`src/rtl/muldiv_if.sv`:
```
// muldiv_if: request/response bundle between a requester (master) and the
// iterative multiply/divide unit (slave).
interface muldiv_if #(
  parameter int WIDTH = 32
);
  logic             Start;
  logic [WIDTH-1:0] SrcA;
  logic [WIDTH-1:0] SrcB;
  logic [2:0]       MDControl;
  logic             Busy;
  logic             Done;
  logic [WIDTH-1:0] MDResult;
  logic             DivZero;

  modport master (
    output Start, SrcA, SrcB, MDControl,
    input  Busy, Done, MDResult, DivZero
  );

  modport slave (
    input  Start, SrcA, SrcB, MDControl,
    output Busy, Done, MDResult, DivZero
  );
endinterface

```
`src/rtl/muldiv.sv`:
```
// muldiv: radix-2 iterative multiplier/divider with fixed WIDTH+1 cycle latency.
// Signed MULH/MULHSU/DIV/REM are built only when MULDIV_SIGNED_EN is defined.
module muldiv #(
  parameter int WIDTH = 32
) (
  input  logic    clk,
  input  logic    reset,
  muldiv_if.slave bus
);
  localparam int CW = $clog2(WIDTH + 1);

  localparam logic [1:0] S_IDLE = 2'd0;
  localparam logic [1:0] S_RUN  = 2'd1;
  localparam logic [1:0] S_DONE = 2'd2;

  localparam logic [2:0] OP_MUL    = 3'b000;
  localparam logic [2:0] OP_MULH   = 3'b001;
  localparam logic [2:0] OP_MULHSU = 3'b010;
  localparam logic [2:0] OP_MULHU  = 3'b011;
  localparam logic [2:0] OP_DIV    = 3'b100;
  localparam logic [2:0] OP_DIVU   = 3'b101;

  logic [1:0]       state_q, state_d;
  logic [CW-1:0]    cnt_q, cnt_d;
  logic [2:0]       op_q, op_d;
  logic [WIDTH-1:0] b_q, b_d;
  logic [WIDTH-1:0] hi_q, hi_d;
  logic [WIDTH-1:0] lo_q, lo_d;
  logic [WIDTH-1:0] result_q, result_d;
  logic             dz_q, dz_d;
  logic             divzero_q, divzero_d;

  logic             accept;
  logic [WIDTH-1:0] a_mag, b_mag;

  assign accept = (state_q == S_IDLE) && bus.Start;

  // hi/lo hold {product_hi, multiplier} for multiplies and
  // {partial_remainder, dividend/quotient} for divides.
  logic [WIDTH:0]     mul_sum;
  logic [WIDTH:0]     div_shift;
  logic [WIDTH:0]     div_trial;
  logic [2*WIDTH-1:0] prod_fix;
  logic [WIDTH-1:0]   quot_fix, rem_fix;

  assign mul_sum   = {1'b0, hi_q} + (lo_q[0] ? {1'b0, b_q} : {(WIDTH+1){1'b0}});
  assign div_shift = {hi_q, lo_q[WIDTH-1]};
  assign div_trial = div_shift - {1'b0, b_q};

`ifdef MULDIV_SIGNED_EN
  logic a_signed, b_signed, a_neg, b_neg;
  logic neg_q, neg_rem_q;

  always_comb begin
    a_signed = 1'b0;
    b_signed = 1'b0;
    if (bus.MDControl[2]) begin
      a_signed = ~bus.MDControl[0];
      b_signed = ~bus.MDControl[0];
    end else begin
      a_signed = (bus.MDControl == OP_MULH) || (bus.MDControl == OP_MULHSU);
      b_signed = (bus.MDControl == OP_MULH);
    end
  end

  assign a_neg = a_signed && bus.SrcA[WIDTH-1];
  assign b_neg = b_signed && bus.SrcB[WIDTH-1];
  assign a_mag = a_neg ? -bus.SrcA : bus.SrcA;
  assign b_mag = b_neg ? -bus.SrcB : bus.SrcB;

  always_ff @(posedge clk or posedge reset) begin
    if (reset) begin
      neg_q     <= 1'b0;
      neg_rem_q <= 1'b0;
    end else if (accept) begin
      neg_q     <= a_neg ^ b_neg;
      neg_rem_q <= a_neg;
    end
  end

  assign prod_fix = neg_q ? -{hi_q, lo_q} : {hi_q, lo_q};
  assign quot_fix = neg_q ? -lo_q : lo_q;
  assign rem_fix  = neg_rem_q ? -hi_q : hi_q;
`else
  assign a_mag    = bus.SrcA;
  assign b_mag    = bus.SrcB;
  assign prod_fix = {hi_q, lo_q};
  assign quot_fix = lo_q;
  assign rem_fix  = hi_q;
`endif

  logic [WIDTH-1:0] result_fin;

  always_comb begin
    result_fin = rem_fix;
    case (op_q)
      OP_MUL:                       result_fin = prod_fix[WIDTH-1:0];
      OP_MULH, OP_MULHSU, OP_MULHU: result_fin = prod_fix[2*WIDTH-1:WIDTH];
      // Divide-by-zero quotient is forced so sign fix-up cannot disturb it.
      OP_DIV, OP_DIVU:              result_fin = dz_q ? {WIDTH{1'b1}} : quot_fix;
      default:                      result_fin = rem_fix;
    endcase
  end

  always_comb begin
    state_d   = state_q;
    cnt_d     = cnt_q;
    op_d      = op_q;
    b_d       = b_q;
    hi_d      = hi_q;
    lo_d      = lo_q;
    dz_d      = dz_q;
    result_d  = result_q;
    divzero_d = divzero_q;
    case (state_q)
      S_IDLE: begin
        if (bus.Start) begin
          state_d = S_RUN;
          cnt_d   = '0;
          op_d    = bus.MDControl;
          b_d     = b_mag;
          hi_d    = '0;
          lo_d    = a_mag;
          dz_d    = bus.MDControl[2] && (bus.SrcB == '0);
        end
      end
      S_RUN: begin
        if (cnt_q == CW'(WIDTH)) begin
          state_d   = S_DONE;
          result_d  = result_fin;
          divzero_d = dz_q;
        end else begin
          cnt_d = cnt_q + CW'(1);
          if (op_q[2]) begin
            if (!div_trial[WIDTH]) begin
              hi_d = div_trial[WIDTH-1:0];
              lo_d = {lo_q[WIDTH-2:0], 1'b1};
            end else begin
              hi_d = div_shift[WIDTH-1:0];
              lo_d = {lo_q[WIDTH-2:0], 1'b0};
            end
          end else begin
            hi_d = mul_sum[WIDTH:1];
            lo_d = {mul_sum[0], lo_q[WIDTH-1:1]};
          end
        end
      end
      S_DONE:  state_d = S_IDLE;
      default: state_d = S_IDLE;
    endcase
  end

  always_ff @(posedge clk or posedge reset) begin
    if (reset) begin
      state_q   <= S_IDLE;
      cnt_q     <= '0;
      op_q      <= '0;
      b_q       <= '0;
      hi_q      <= '0;
      lo_q      <= '0;
      dz_q      <= 1'b0;
      result_q  <= '0;
      divzero_q <= 1'b0;
    end else begin
      state_q   <= state_d;
      cnt_q     <= cnt_d;
      op_q      <= op_d;
      b_q       <= b_d;
      hi_q      <= hi_d;
      lo_q      <= lo_d;
      dz_q      <= dz_d;
      result_q  <= result_d;
      divzero_q <= divzero_d;
    end
  end

  assign bus.Busy     = (state_q != S_IDLE);
  assign bus.Done     = (state_q == S_DONE);
  assign bus.MDResult = result_q;
  assign bus.DivZero  = divzero_q;
endmodule

```
`src/flat_wrapper.sv`:
```
// flat-port wrapper written by rule: the top's interface ports become plain ports
module muldiv_flat 
#(
  parameter int WIDTH = 32
)
  (clk, reset, bus_Start, bus_SrcA, bus_SrcB, bus_MDControl, bus_Busy, bus_Done, bus_MDResult, bus_DivZero);
  muldiv_if #(.WIDTH(WIDTH)) bus_i ();
  input  logic clk;
  input  logic reset;
  input wire logic [$bits(bus_i.Start)-1:0] bus_Start;
  input wire logic [$bits(bus_i.SrcA)-1:0] bus_SrcA;
  input wire logic [$bits(bus_i.SrcB)-1:0] bus_SrcB;
  input wire logic [$bits(bus_i.MDControl)-1:0] bus_MDControl;
  output wire logic [$bits(bus_i.Busy)-1:0] bus_Busy;
  output wire logic [$bits(bus_i.Done)-1:0] bus_Done;
  output wire logic [$bits(bus_i.MDResult)-1:0] bus_MDResult;
  output wire logic [$bits(bus_i.DivZero)-1:0] bus_DivZero;
  assign bus_i.Start = bus_Start;
  assign bus_i.SrcA = bus_SrcA;
  assign bus_i.SrcB = bus_SrcB;
  assign bus_i.MDControl = bus_MDControl;
  assign bus_Busy = bus_i.Busy;
  assign bus_Done = bus_i.Done;
  assign bus_MDResult = bus_i.MDResult;
  assign bus_DivZero = bus_i.DivZero;
  muldiv #(.WIDTH(WIDTH)) u_core (.clk(clk), .reset(reset), .bus(bus_i));
endmodule
```
`config.mk`:
```
export PLATFORM = sky130hd
export DESIGN_NAME = muldiv_flat
export DESIGN_NICKNAME = d
export VERILOG_FILES = /design/src/rtl/muldiv_if.sv /design/src/rtl/muldiv.sv /design/src/flat_wrapper.sv
export SDC_FILE = /design/constraint.sdc
export NUM_CORES = 1
export LEC_CHECK = 0
export CELL_PAD_IN_SITES_DETAIL_PLACEMENT = 0
export CELL_PAD_IN_SITES_GLOBAL_PLACEMENT = 1
export CORE_MARGIN = 5
export CORE_UTILIZATION = 25
export DETAILED_ROUTE_END_ITERATION = 12
export PLACE_DENSITY = 0.47
export RECOVER_POWER = 100
export SYNTH_ARGS = -nofsm -noshare
export SYNTH_HDL_FRONTEND = slang
export SYNTH_SLANG_ARGS = --single-unit
```
`constraint.sdc`:
```
create_clock -name clk -period 6.4 [get_ports clk]
set_input_delay 1.28 -clock clk [delete_from_list [all_inputs] [get_ports clk]]
set_output_delay 1.28 -clock clk [all_outputs]
set_load 0.005 [all_outputs]
```
Yosys cells after proc, flatten, opt, wreduce, memory -nomap -nowiden --
Cells that the tools add are included.
Cells by class: add/subtract/negate cells 3, eq/ne operators 8, muxes and demuxes 19, reduce and logical (&&, ||, !) cells 11
Operator list (count):
- $mux 32 | 9
- $pmux 32 s2 | 3
- $add 32x33->33 | 1
- $sub 33x32->33 | 1
- $logic_not 32->1 | 1
- $mux 6 | 2
- $pmux 6 s2 | 1
- $add 6x1->6 const B | 1
- $eq 3x3->1 const B | 2
- $eq 6x6->1 const B | 1
- $reduce_and 2->1 | 3
- $mux 2 | 2
- $ne 2x2->1 const B | 2
- $pmux 2 s2 | 1
- $reduce_bool 2->1 | 2
- $logic_not 3->1 | 1
- $reduce_and 3->1 | 1
- $eq 2x1->1 const B | 1
- $eq 2x2->1 const B | 1
- $logic_not 2->1 | 1
- $ne 2x1->1 const B | 1
- $reduce_or 2->1 | 1
- $logic_and 1x1->1 | 1
- $mux 1 | 1
Word-level totals: bits in registers 141, input port bits 70, output and inout port bits 35, logic and storage cells 50

Depth between registers and ports, before layout --
Gate-level depths: netlist (run 1).
word-level depth 5, gate-level depth with buffers 14, mapped depth without buffers 13

Least setup slack after synthesis (run 1) --
No wires, ideal clock.
path kind register to register, from register u_core.lo_q[31], to register u_core.hi_q[13], setup time 0.132 ns, arrival 2.989 ns, data required time 6.268 ns, path slack 3.278 ns, cell stages (with the launch flop) 15, buffers on the path 2, period minus slack after synthesis 3.122 ns, cell sequence dfrtp_1 -> inv_1 -> ha_1 -> fa_1 -> nand2b_1 -> a211oi_2 -> o21a_1 -> o211a_1 -> nor3_1 -> or3_1 -> buf_6 -> xnor2_4 -> buf_6 -> mux2i_1 -> o21ai_1
On the way: word-level cells in the longest chain between the ends 5
Ends and longest elaborated chain:
- start, declared | line muldiv.sv:28 | logic [WIDTH-1:0] lo_q, lo_d;
- start signal, assigned | line muldiv.sv:170 | lo_q <= lo_d;
- $sub 33x32->33 | line muldiv.sv:48 | assign div_trial = div_shift - {1'b0, b_q};
- $mux 32 | line muldiv.sv:135 | if (!div_trial[WIDTH]) begin
- $mux 32 | line muldiv.sv:134 | if (op_q[2]) begin
- $mux 32 | line muldiv.sv:128 | if (cnt_q == CW'(WIDTH)) begin
- $pmux 32 s2 | line muldiv.sv:115 | case (state_q)
- end signal, assigned | line muldiv.sv:169 | hi_q <= hi_d;
- end, declared | line muldiv.sv:27 | logic [WIDTH-1:0] hi_q, hi_d;
No other way between the ends. The select of a mux whose other input is x is not followed. A chain may end at the register's enable or synchronous reset.

Worst setup path after layout (run 1) --
from input port bus_Start, to register u_core.b_q[3]
On the way: word-level cells in the longest chain between the ends 1
Ends and longest elaborated chain:
- start, declared | line flat_wrapper.sv:10 | input wire logic [$bits(bus_i.Start)-1:0] bus_Start;
- $reduce_and 2->1 (no source line)
- end signal, assigned | line muldiv.sv:158 | b_q <= '0;
- end signal, assigned | line muldiv.sv:168 | b_q <= b_d;
- end, declared | line muldiv.sv:26 | logic [WIDTH-1:0] b_q, b_d;
No other way between the ends.

==> metrics.md, run 1 <==
| Metric | Value |
|---|---|
| Status | complete, but fails checks |
| Failing checks | max-capacitance violations, max-slew violations |
| CTS Hold Bufs | 0 |
| Via density | ~5.1 |
| Setup repair after global routing missed its margin | false |
| Total Routing Usage GR | 0.171 |
| Post-synth top cells | dfrtp_1 (141), nand2_1 (139), o21ai_0 (139) |
| Cells after synthesis | about 1200 |
| Initial DRC count | 610 |
| Routed Antenna Nets | 0 |
| Sequential element share of the synthesized area | 0.339 |
| FMAX | 0.201 GHz |
| Area Overhead vs Synth | 20.9% |
| CTS tree | yes |
| Total core area | 41000 um^2 |
| Clock latency on the worst-skew pair | about 440 ps |
| Slew @ Worst Pin | 3140 ps |
| Placed Cells incl. Taps | 1817 |
| Min cycle time layout | between 4000 and 5000 ps |
| Peak VDD IR | roughly 0.25 mV |
| Nets | approximately 1400 |
| Fraction of layout cells with a size suffix above 1 | 0.0433 |
| Post-synth EDFFs | 0 |
| Power Total | 8670 uW |
| Crit end category | register |
| Hpwl dp | 29.8 mm |
| Fillers | around 4400 |
| Via count | 9347 |
| Synthesis Warnings | 0 |
| Vias in the first global route | 9488 |
| Largest net degree at the start of global routing | 63 |
| CTS Sinks | approximately 140 |
| Routed WL | 39.9 mm |
| Power Density | 689 nW/um^2 |
| Yosys reg bits | 141 |
| Crit path launch type | primary input |
| Synth async-reset ratio | 1.00 |
| Worst Path Class, Setup | in -> reg |
| CTS Buf Count | 17 |
| Post-Route Skew | between 10 and 15 ps |
| Period utilisation layout | 0.775 |
| Crit-path slowest cell | and2_0 |
| Routed len/inst | around 22 um |
| Netlist Area Pre-Place | about 10000 um^2 |
| Worst Hold Class | reg -> reg |
| Die Y | roughly 210 um |
| Post_cts resized | 0 |
| CTS clk-pin slew, worst paths | 60 ps |
| Relative slew slack | -1.10 |
| Leak | 0.00561 uW |
| Buf/Inv on CP | 2 |
| # H-tree levels | 4 |
| Total grt overflow | 0 |
| Slowest stage delay, CP | 1720 ps |
| Synth area leader | dfrtp_1 |
| First-pass detailed-route iteration total | 5 |
| Postcts setup bufs | 0 |
| First-pass GRT wire length | a little over 60 mm |
| Rows | 74 |
| Crit path max fanout | 57 |
| Initial Utilization | 0.254 |
| Synth Flop Type | dfrtp_1 |
| Final hold slack | 471 ps |
| Finished Core Util | 0.307 |
| # IOs | 105 |
| Synth unique cells | 66 |
| Die area | between 40000 and 50000 um^2 |
| Top Family by Delay on Critical Path | simple AND/OR/NAND/NOR gates |
| Final setup fails | 0 |
| Yosys top cell area share | 0.339 |
| Crit-path cells | dlygate4sd3_1 > and2_0 > clkbuf_2 > nand2_1 > o21ai_0 |
| Fin. Hold Viols | 0 |
| Non-filler cells, final | 1850 |
| Root buffer cell | clkbuf_16 |
| Clock buffer depth | 2 |
| Number of port buffers | 104 |
| Post-route DRC | 0 |
| Die X-Extent | 214 um |
| CP required | 6720 ps |
| Placer Congestion | slightly above 0.8 |
| CP arrival | between 5000 and 6000 ps |
| TNS Setup | 0 ps |
| Maxcap violations | 2 |
| Synth Area per Inst | 8.43 um^2 |
| Initial antenna violation count | 2 |
| Max-slew violation count | 111 |
| Syn Nets | 1373 |
| Count leader, synth | dfrtp_1 |
| Synth area leaders | dfrtp_1 (34%), ha_1 (7.9%), o21ai_0 (6.7%), mux2i_1 (5.5%), nand2_1 (5.0%) |
-- cell families (layout without fill, tap and decap cells) --
| family | after synthesis | after routing | synth area share |
|---|---|---|---|
| AND/OR/NAND/NOR | 395 | 395 | 0.184 |
| AO/OA/AOI/OAI | 393 | 393 | 0.243 |
| flip-flops | 141 | 141 | 0.339 |
| buffers and inverters | 129 | 211 | 0.0490 |
| adder cells (fa/ha/maj) | 68 | 68 | 0.0832 |
| multiplexers | 58 | 58 | 0.0559 |
| XOR/XNOR | 51 | 51 | 0.0465 |
| other | 0 | 1 | 0 |
-- stage by stage --
step                cell area [um^2]  worst slack (ps)
global route                   12600              1030
detailed placement             12000              2080
floorplan                      10400              1340
global placement               12000              2110
CTS                            12600              2060
finish                         12600              1440
-- area by class of cell --
cell class | instances | area (um^2) | share of cell area
diodes | 1 | 2.50 | 0.000199
clock buffers | 24 | 502 | 0.0399
clock inverters | 8 | 129 | 0.0102
inverters | 62 | 234 | 0.0186
multi-input cells | 965 | 6390 | 0.508
flip-flops and latches | 141 | 3530 | 0.281
well taps | 532 | 666 | 0.0529
repair buffers | 117 | 1130 | 0.0899
-- state kept, by name (all words and copies together), names as in the netlist --
signal	count
u_core.lo_q	32
u_core.state_q	2
u_core.cnt_q	6
u_core.bus.MDResult	32
u_core.dz_q	1
u_core.bus.DivZero	1
u_core.hi_q	32
u_core.op_q	3
u_core.b_q	32
-- worst paths after layout --
path,cells past startpoint,slack (ps),startpoint,to
worst min register to register,2,470,u_core.bus.MDResult[10],u_core.bus.MDResult[10]
worst max register to register,13,2110,u_core.lo_q[31],u_core.hi_q[0]
min in group asynchronous,2,2200,reset,u_core.bus.MDResult[28]
max in group asynchronous,3,1890,reset,u_core.hi_q[18]
worst min-delay path,2,470,u_core.bus.MDResult[10],u_core.bus.MDResult[10]
worst max-delay path,5,1440,bus_Start,u_core.b_q[3]
-- report_power, final --
| group | total [uW] | internal, uW | leakage [uW] | switching [uW] |
|---|---|---|---|---|
| registers | 1880 | 1340 | 0.00177 | 544 |
| logic | 5690 | 2390 | 0.00354 | 3300 |
| clock network | 1100 | 668 | 0.000307 | 432 |
| total | 8670 | 4390 | 0.00561 | 4270 |
-- routing by layer --
layer,GRT usage,wire length [um],share of wire
met3,0.0281,1380,0.035
met5,0,0,0
met2,0.267,17800,0.45
met1,0.248,20200,0.51
met4,0.0363,520,0.013
-- layout by cell type, fill, tap and decap left out, types with 7 or more instances in the layout --
master           Yosys  layout
nand4_1             10      10
nor2b_1              9       9
inv_1               61      60
buf_4                0      10
nand2b_1            15      15
mux2i_1             57      57
xnor2_1             29      29
o21ai_1             26       7
o211ai_1            13      13
nand2_1            139     139
a21o_1              30      30
nor2_1              77      76
a31oi_1              9       9
and2_1              37      36
o21a_1               8       8
nor4_1               9       9
a22oi_1             19      19
or3_1               41      41
clkdlybuf4s50_1      0      66
and3_1              10      10
clkbuf_16            0      17
a21oi_1             59      58
nor3_1              14      14
nand3_1             20      20
xor2_1              20      20
o21ai_0            139     158
dlygate4sd3_1        0      38
ha_1                66      66
a221o_1             33      33
dfrtp_1            141     140
-- worst min-delay path, cell delays in order, from the launching register on --
cell     delay (ps)
dfrtp_1         340
nand2_1          40
o21ai_0          60
(Power assumes the default switching activity.)
==> run 2, diff against run 1 <==
Clock period 6.4 ns to 4.9 ns, I/O delays scaled along.
==> metrics.md, run 2 (synthesis gave the netlist of run 1 again) <==
| Metric | Value |
|---|---|
| Met2 routed WL | 17.5 mm (-1.4%) |
| Finished Core Util | 0.305 (-0.00180) |
| Worst Path Class, Setup | reg -> reg |
| CTS tree | yes |
| FMAX | 0.234 GHz |
| Hpwl dp | 29.8 mm (about the same) |
| Post-route DRC | 0 (unchanged) |
| Clock buffer depth | 2 (unchanged) |
| Fillers | 4378 (-0.48%) |
| Relative slew slack | -0.722 (+0.380) |
| Setup repair after global routing missed its margin | false |
| CTS Sinks | 141 (unchanged) |
| Slew @ Worst Pin | 2580 ps (-553 ps) |
| Most frequent cells in the layout | o21ai_0 (157), dfrtp_1 (141), nand2_1 (139) |
| # IOs | 105 (unchanged) |
| Total core area | 41000 um^2 (unchanged) |
| Clock latency on the worst-skew pair | 450 ps (about the same) |
| Root buffer cell | clkbuf_16 |
| Largest net degree at the start of global routing | 85 (+35%) |
| CTS Hold Bufs | 0 (unchanged) |
| Area of the multi-input gates | 6380 um^2 (about the same) |
| Area Overhead vs Synth | 20.2% |
| Period utilisation layout | 0.872 |
| Power Density | 896 nW/um^2 (+30%) |
| Total Routing Usage GR | 0.170 (-0.000260) |
| Final setup fails | 0 (unchanged) |
| CP required | 5220 ps (-1500 ps) |
| Die area | 45800 um^2 (unchanged) |
| Crit end category | register |
| Leak | 0.00559 uW (-0.50%) |
| Die Y | 214 um (unchanged) |
| Fraction of layout cells with a size suffix above 1 | 0.0410 (-0.00225) |
| Register area | 3530 um^2 (about the same) |
| Min cycle time layout | 4270 ps |
| CTS Buf Count | 17 (unchanged) |
| Peak VDD IR | 0.288 mV (+15%) |
| TNS Setup | 0 ps (unchanged) |
| Fin. Hold Viols | 0 (unchanged) |
| Nets | 1444 (+0.14%) |
| Placer Congestion | 0.824 (+0.23%) |
| Failing checks | max-capacitance violations, max-slew violations |
| Commonest non-fill, non-tap cell in the layout | o21ai_0 |
| Total grt overflow | 0 (unchanged) |
| Number of port buffers | 104 (unchanged) |
| Die X-Extent | 214 um (unchanged) |
| Routed Antenna Nets | 0 (unchanged) |
| Max-slew violation count | 223 (+100%) |
| Status | complete, but fails checks |
| Maxcap violations | 4 (+2) |
| Met3 WL | 832 um (-40%) |
| Via density | 5.02 (-0.74%) |
| # H-tree levels | 4 (unchanged) |
| Initial Utilization | 0.254 (unchanged) |
| Postcts setup bufs | 0 (unchanged) |
| Rows | 74 (unchanged) |
| Routed len/inst | 21.4 um (-0.87%) |
| Post-Route Skew | 11.6 ps (+0.177 ps) |
| First-pass detailed-route iteration total | 6 (+1) |
| CTS clk-pin slew, worst paths | 60 ps (about the same) |
| Via count | 9268 (-0.85%) |
| Initial DRC count | 600 (-1.6%) |
| Post-Route M1 WL | 20.6 mm (+1.6%) |
| Crit path launch type | register |
| Worst Hold Class | reg -> reg |
| Vias in the first global route | 9709 (+2.3%) |
| Max Used Layer | met4 |
| Routed WL | 39.5 mm (-0.98%) |
| Crit path max fanout | 21 (-63%) |
| Antenna fix cells | 0 (-1) |
| CP arrival | 4590 ps (-690 ps) |
| Post_cts resized | 0 (unchanged) |
| First-pass GRT wire length | 61.0 mm (about the same) |
| Initial antenna violation count | 0 (-2) |
-- run 2: cell count changes in the layout (fill, tap and decap cells not counted), moves of 2 or more --
cell / delta
buf_4: +3
bufinv_16: -2
clkbuf_2: -2
clkbuf_8: -3
clkinv_2: +4
clkinv_4: -2
clkinvlp_4: +2
-- run 2: where the power goes --
group	leakage [uW]	total, uW	internal [uW]	switching [uW]
Clock	0.000260	1260	711	550
Combinational	0.00356	7520	3150	4360
Sequential	0.00177	2430	1740	684
-- run 2: cell type report --
type,instances,area share
clock buffers,21,0.0368
clock inverters,8,0.00560
inverters,62,0.0189
multi-input cells,965,0.510
flip-flops and latches,141,0.282
well taps,532,0.0532
repair buffers,119,0.0930
-- run 2: per-layer routing --
metal,track usage,up-vias
li1,-,4619
met1,0.248,4492
met2,0.269,124
met3,0.0216,33
met4,0.0423,0
met5,0,-
-- run 2: path summary, 6_finish.rpt --
check                                           to                    start  cells past startpoint  slack (ps)
setup / recovery                   u_core.hi_q[11]          u_core.lo_q[31]                     13         630
setup reg to reg                   u_core.hi_q[11]          u_core.lo_q[31]                     13         630
max in group asynchronous           u_core.b_q[19]                    reset                      3        2210
hold reg to reg            u_core.bus.MDResult[10]  u_core.bus.MDResult[10]                      2         470
min in group asynchronous  u_core.bus.MDResult[27]                    reset                      2        1580
hold / removal             u_core.bus.MDResult[10]  u_core.bus.MDResult[10]                      2         470
-- run 2: stage by stage --
stage,setup WS [ps],std cells,area (um^2),hold WS [ps],power (uW)
finish,628,1848,12500,473,11200
global route,345,1848,12500,498,12200
CTS,669,1848,12500,485,11400
detailed placement,696,1819,12000,471,10100
global placement,733,1819,12000,465,10200
floorplan,139,1235,10400,451,7710
-- run 2: worst max-delay path, cell delays in order, from the launching register on --
cell      delay, ps
dfrtp_1         380
inv_1            80
ha_1            230
fa_1            410
nand2b_1        190
a211oi_1        280
o21a_1          230
o211a_1         200
nor3_1           70
or3_1           560
xnor2_4         890
buf_4           330
mux2i_1         200
o21ai_0          90
==> run 3, diff against run 2 <==
Settings changed: PLACE_DENSITY 0.47 to 0.55.
==> metrics.md, run 3 (synthesis gave the netlist of run 1 again) <==
| Metric | Value |
|---|---|
| TNS Setup | 0 ps (unchanged) |
| Vias in the first global route | 9360 (-3.6%) |
| Crit path launch type | register |
| Crit path max fanout | 28 (+33%) |
| Fin. Hold Viols | 0 (unchanged) |
| Via count | 9306 (+0.41%) |
| Fraction of layout cells with a size suffix above 1 | 0.0417 (+0.000665) |
| Rows | 74 (unchanged) |
| Crit. Startpoint | u_core.lo_q[0] |
| Post_cts resized | 0 (unchanged) |
| CTS Hold Bufs | 0 (unchanged) |
| CTS tree | yes |
| Initial DRC count | 747 (+25%) |
| Peak VDD IR | 0.491 mV (+70%) |
| Post-Route M1 WL | 18.7 mm (-8.8%) |
| Dpl ws | 651 ps (-45.1 ps) |
| Reg2Reg Launch Point | u_core.lo_q[0] |
| Total core area | 41000 um^2 (unchanged) |
| First-pass GRT wire length | 57.6 mm (-5.5%) |
| Clock latency on the worst-skew pair | 450 ps (about the same) |
| Post-route DRC | 0 (unchanged) |
| Routed WL | 37.4 mm (-5.4%) |
| CP arrival | 4670 ps (+80 ps) |
| Fillers | 4372 (-0.14%) |
| First-pass detailed-route iteration total | 5 (-1) |
| Initial antenna violation count | 1 (+1) |
| Largest net degree at the start of global routing | 77 (-9.4%) |
| Placer Congestion | 0.845 (+2.5%) |
| Failing checks | max-capacitance violations, max-slew violations |
| Net Switching | 5530 uW (-1.3%) |
| Final WS setup | 545 ps (-82.5 ps) |
| Root buffer cell | clkbuf_16 |
| Via density | 5.03 (+0.25%) |
| Commonest non-fill, non-tap cell in the layout | o21ai_0 |
| FMAX | 0.230 GHz (-1.9%) |
| Period utilisation layout | 0.889 (+0.0168) |
| Total Routing Usage GR | 0.159 (-0.0111) |
| # IOs | 105 (unchanged) |
| Setup crit end | u_core.hi_q[15] |
| Clock buffer depth | 2 (unchanged) |
| Antenna fix cells | 0 (unchanged) |
| Slew @ Worst Pin | 2010 ps (-569 ps) |
| Routed len/inst | 20.2 um (-5.6%) |
| Relative slew slack | -0.342 (+0.379) |
| Initial Utilization | 0.254 (unchanged) |
| Die Y | 214 um (unchanged) |
| Internal | 5620 uW (+0.26%) |
| Final setup fails | 0 (unchanged) |
| Max Used Layer | met4 |
| Clock Power Share | 0.120 (+0.007) |
| Worst Hold Class | reg -> reg |
| CTS clk-pin slew, worst paths | 70 ps (about the same) |
| Leak | 0.00559 uW (+0.13%) |
| Final hold slack | 482 ps (+9.16 ps) |
| Min cycle time layout | 4350 ps (+82.5 ps) |
| Flop pwr share | 0.216 (about the same) |
| Max-slew violation count | 178 (-20%) |
| Gate power share | 0.664 (-0.007) |
| Power Density | 890 nW/um^2 (-0.66%) |
| Worst Path Class, Setup | reg -> reg |
| Routed Antenna Nets | 0 (unchanged) |
| Status | complete, but fails checks |
| CP required | 5210 ps (about the same) |
| R2R Setup Slk | 550 ps (-80 ps) |
| R2R cell count | 13 (unchanged) |
| Area Overhead vs Synth | 20.4% |
| Setup repair after global routing missed its margin | false |
| Worst r2r dst | u_core.hi_q[15] |
| Crit end category | register |
| CTS Sinks | 141 (unchanged) |
| Hpwl dp | 28.3 mm (-5.1%) |
| Maxcap violations | 4 (unchanged) |
| Most frequent cells in the layout | o21ai_0 (156), dfrtp_1 (141), nand2_1 (139) |
| CTS Buf Count | 17 (unchanged) |
| Total grt overflow | 0 (unchanged) |
| Met2 routed WL | 16.5 mm (-5.7%) |
| Postcts setup bufs | 0 (unchanged) |
| Met3 WL | 1.57 mm (+89%) |
| Die area | 45800 um^2 (unchanged) |
| Die X-Extent | 214 um (unchanged) |
| Sw frac | 0.496 (-0.00380) |
| # H-tree levels | 4 (unchanged) |
| Nets | 1444 (unchanged) |
| Post-Route Skew | 11.7 ps (+0.102 ps) |
| Number of port buffers | 104 (unchanged) |
run 3: cell types whose count changed in the layout (fill, tap and decap cells not counted), sizes merged:
cell      change
inv           +7
buf           -3
clkbuf        +2
clkinv        -2
clkinvlp      -1
run 3: critical path: stages, from the launching register on:
cell and delay (ps):
dfrtp_1 970, and2_0 240, ha_1 210, inv_1 70, fa_1 430, nand2b_1 180
a21oi_1 200, o21ai_0 410, a21boi_0 650, inv_1 80, o21ai_0 330, xor2_1 130
a22oi_1 200, o21ai_1 90
run 3: area by class of cell:
cell class	count	area, um^2	area share
Inverter	62	238	0.0190
Tap cell	532	666	0.0531
Timing Repair Buffer	119	1140	0.0911
Clock buffer	20	457	0.0365
Sequential cell	141	3530	0.282
Clock inverter	12	126	0.0101
Multi-Input combinational cell	965	6370	0.509
run 3: worst min path at each step:
| stage | from | end | slack (ps) | cells past startpoint |
|---|---|---|---|---|
| after detailed placement | u_core.bus.MDResult[4] | u_core.bus.MDResult[4] | 480 | 2 |
| final | u_core.bus.MDResult[0] | u_core.bus.MDResult[0] | 480 | 2 |
| after floorplan | u_core.dz_q | u_core.bus.DivZero | 450 | 2 |
| after global placement | u_core.bus.MDResult[0] | u_core.bus.MDResult[0] | 460 | 2 |
| after CTS | u_core.bus.MDResult[4] | u_core.bus.MDResult[4] | 490 | 2 |
| after global routing | u_core.bus.MDResult[11] | u_core.bus.MDResult[11] | 500 | 2 |
run 3: metal layers:
metal  GRT usage  vias to the layer above
met4      0.0350                        0
met2       0.248                      208
li1            -                     4607
met5           0                        -
met3      0.0284                       36
met1       0.231                     4455
run 3: power groups by stage:
stage          registers [uW]  clock network, uW  logic (uW)
6_report                 2410               1340        7400
3_5_place_dp             2430                  0        7490
4_1_cts                  2420               1370        7520
5_1_grt                  2510               1410        8210
2_1_floorplan            2110                  0        5590
3_3_place_gp             2420                  0        7530
run 3: metrics by stage:
step	power, uW	instances	utilization	cell area (um^2)
finish	11200	1851	0.305	12500
global route	12100	1851	0.305	12500
global placement	9950	1819	0.292	12000
floorplan	7710	1235	-	10400
CTS	11300	1851	0.306	12600
detailed placement	9930	1819	0.292	12000
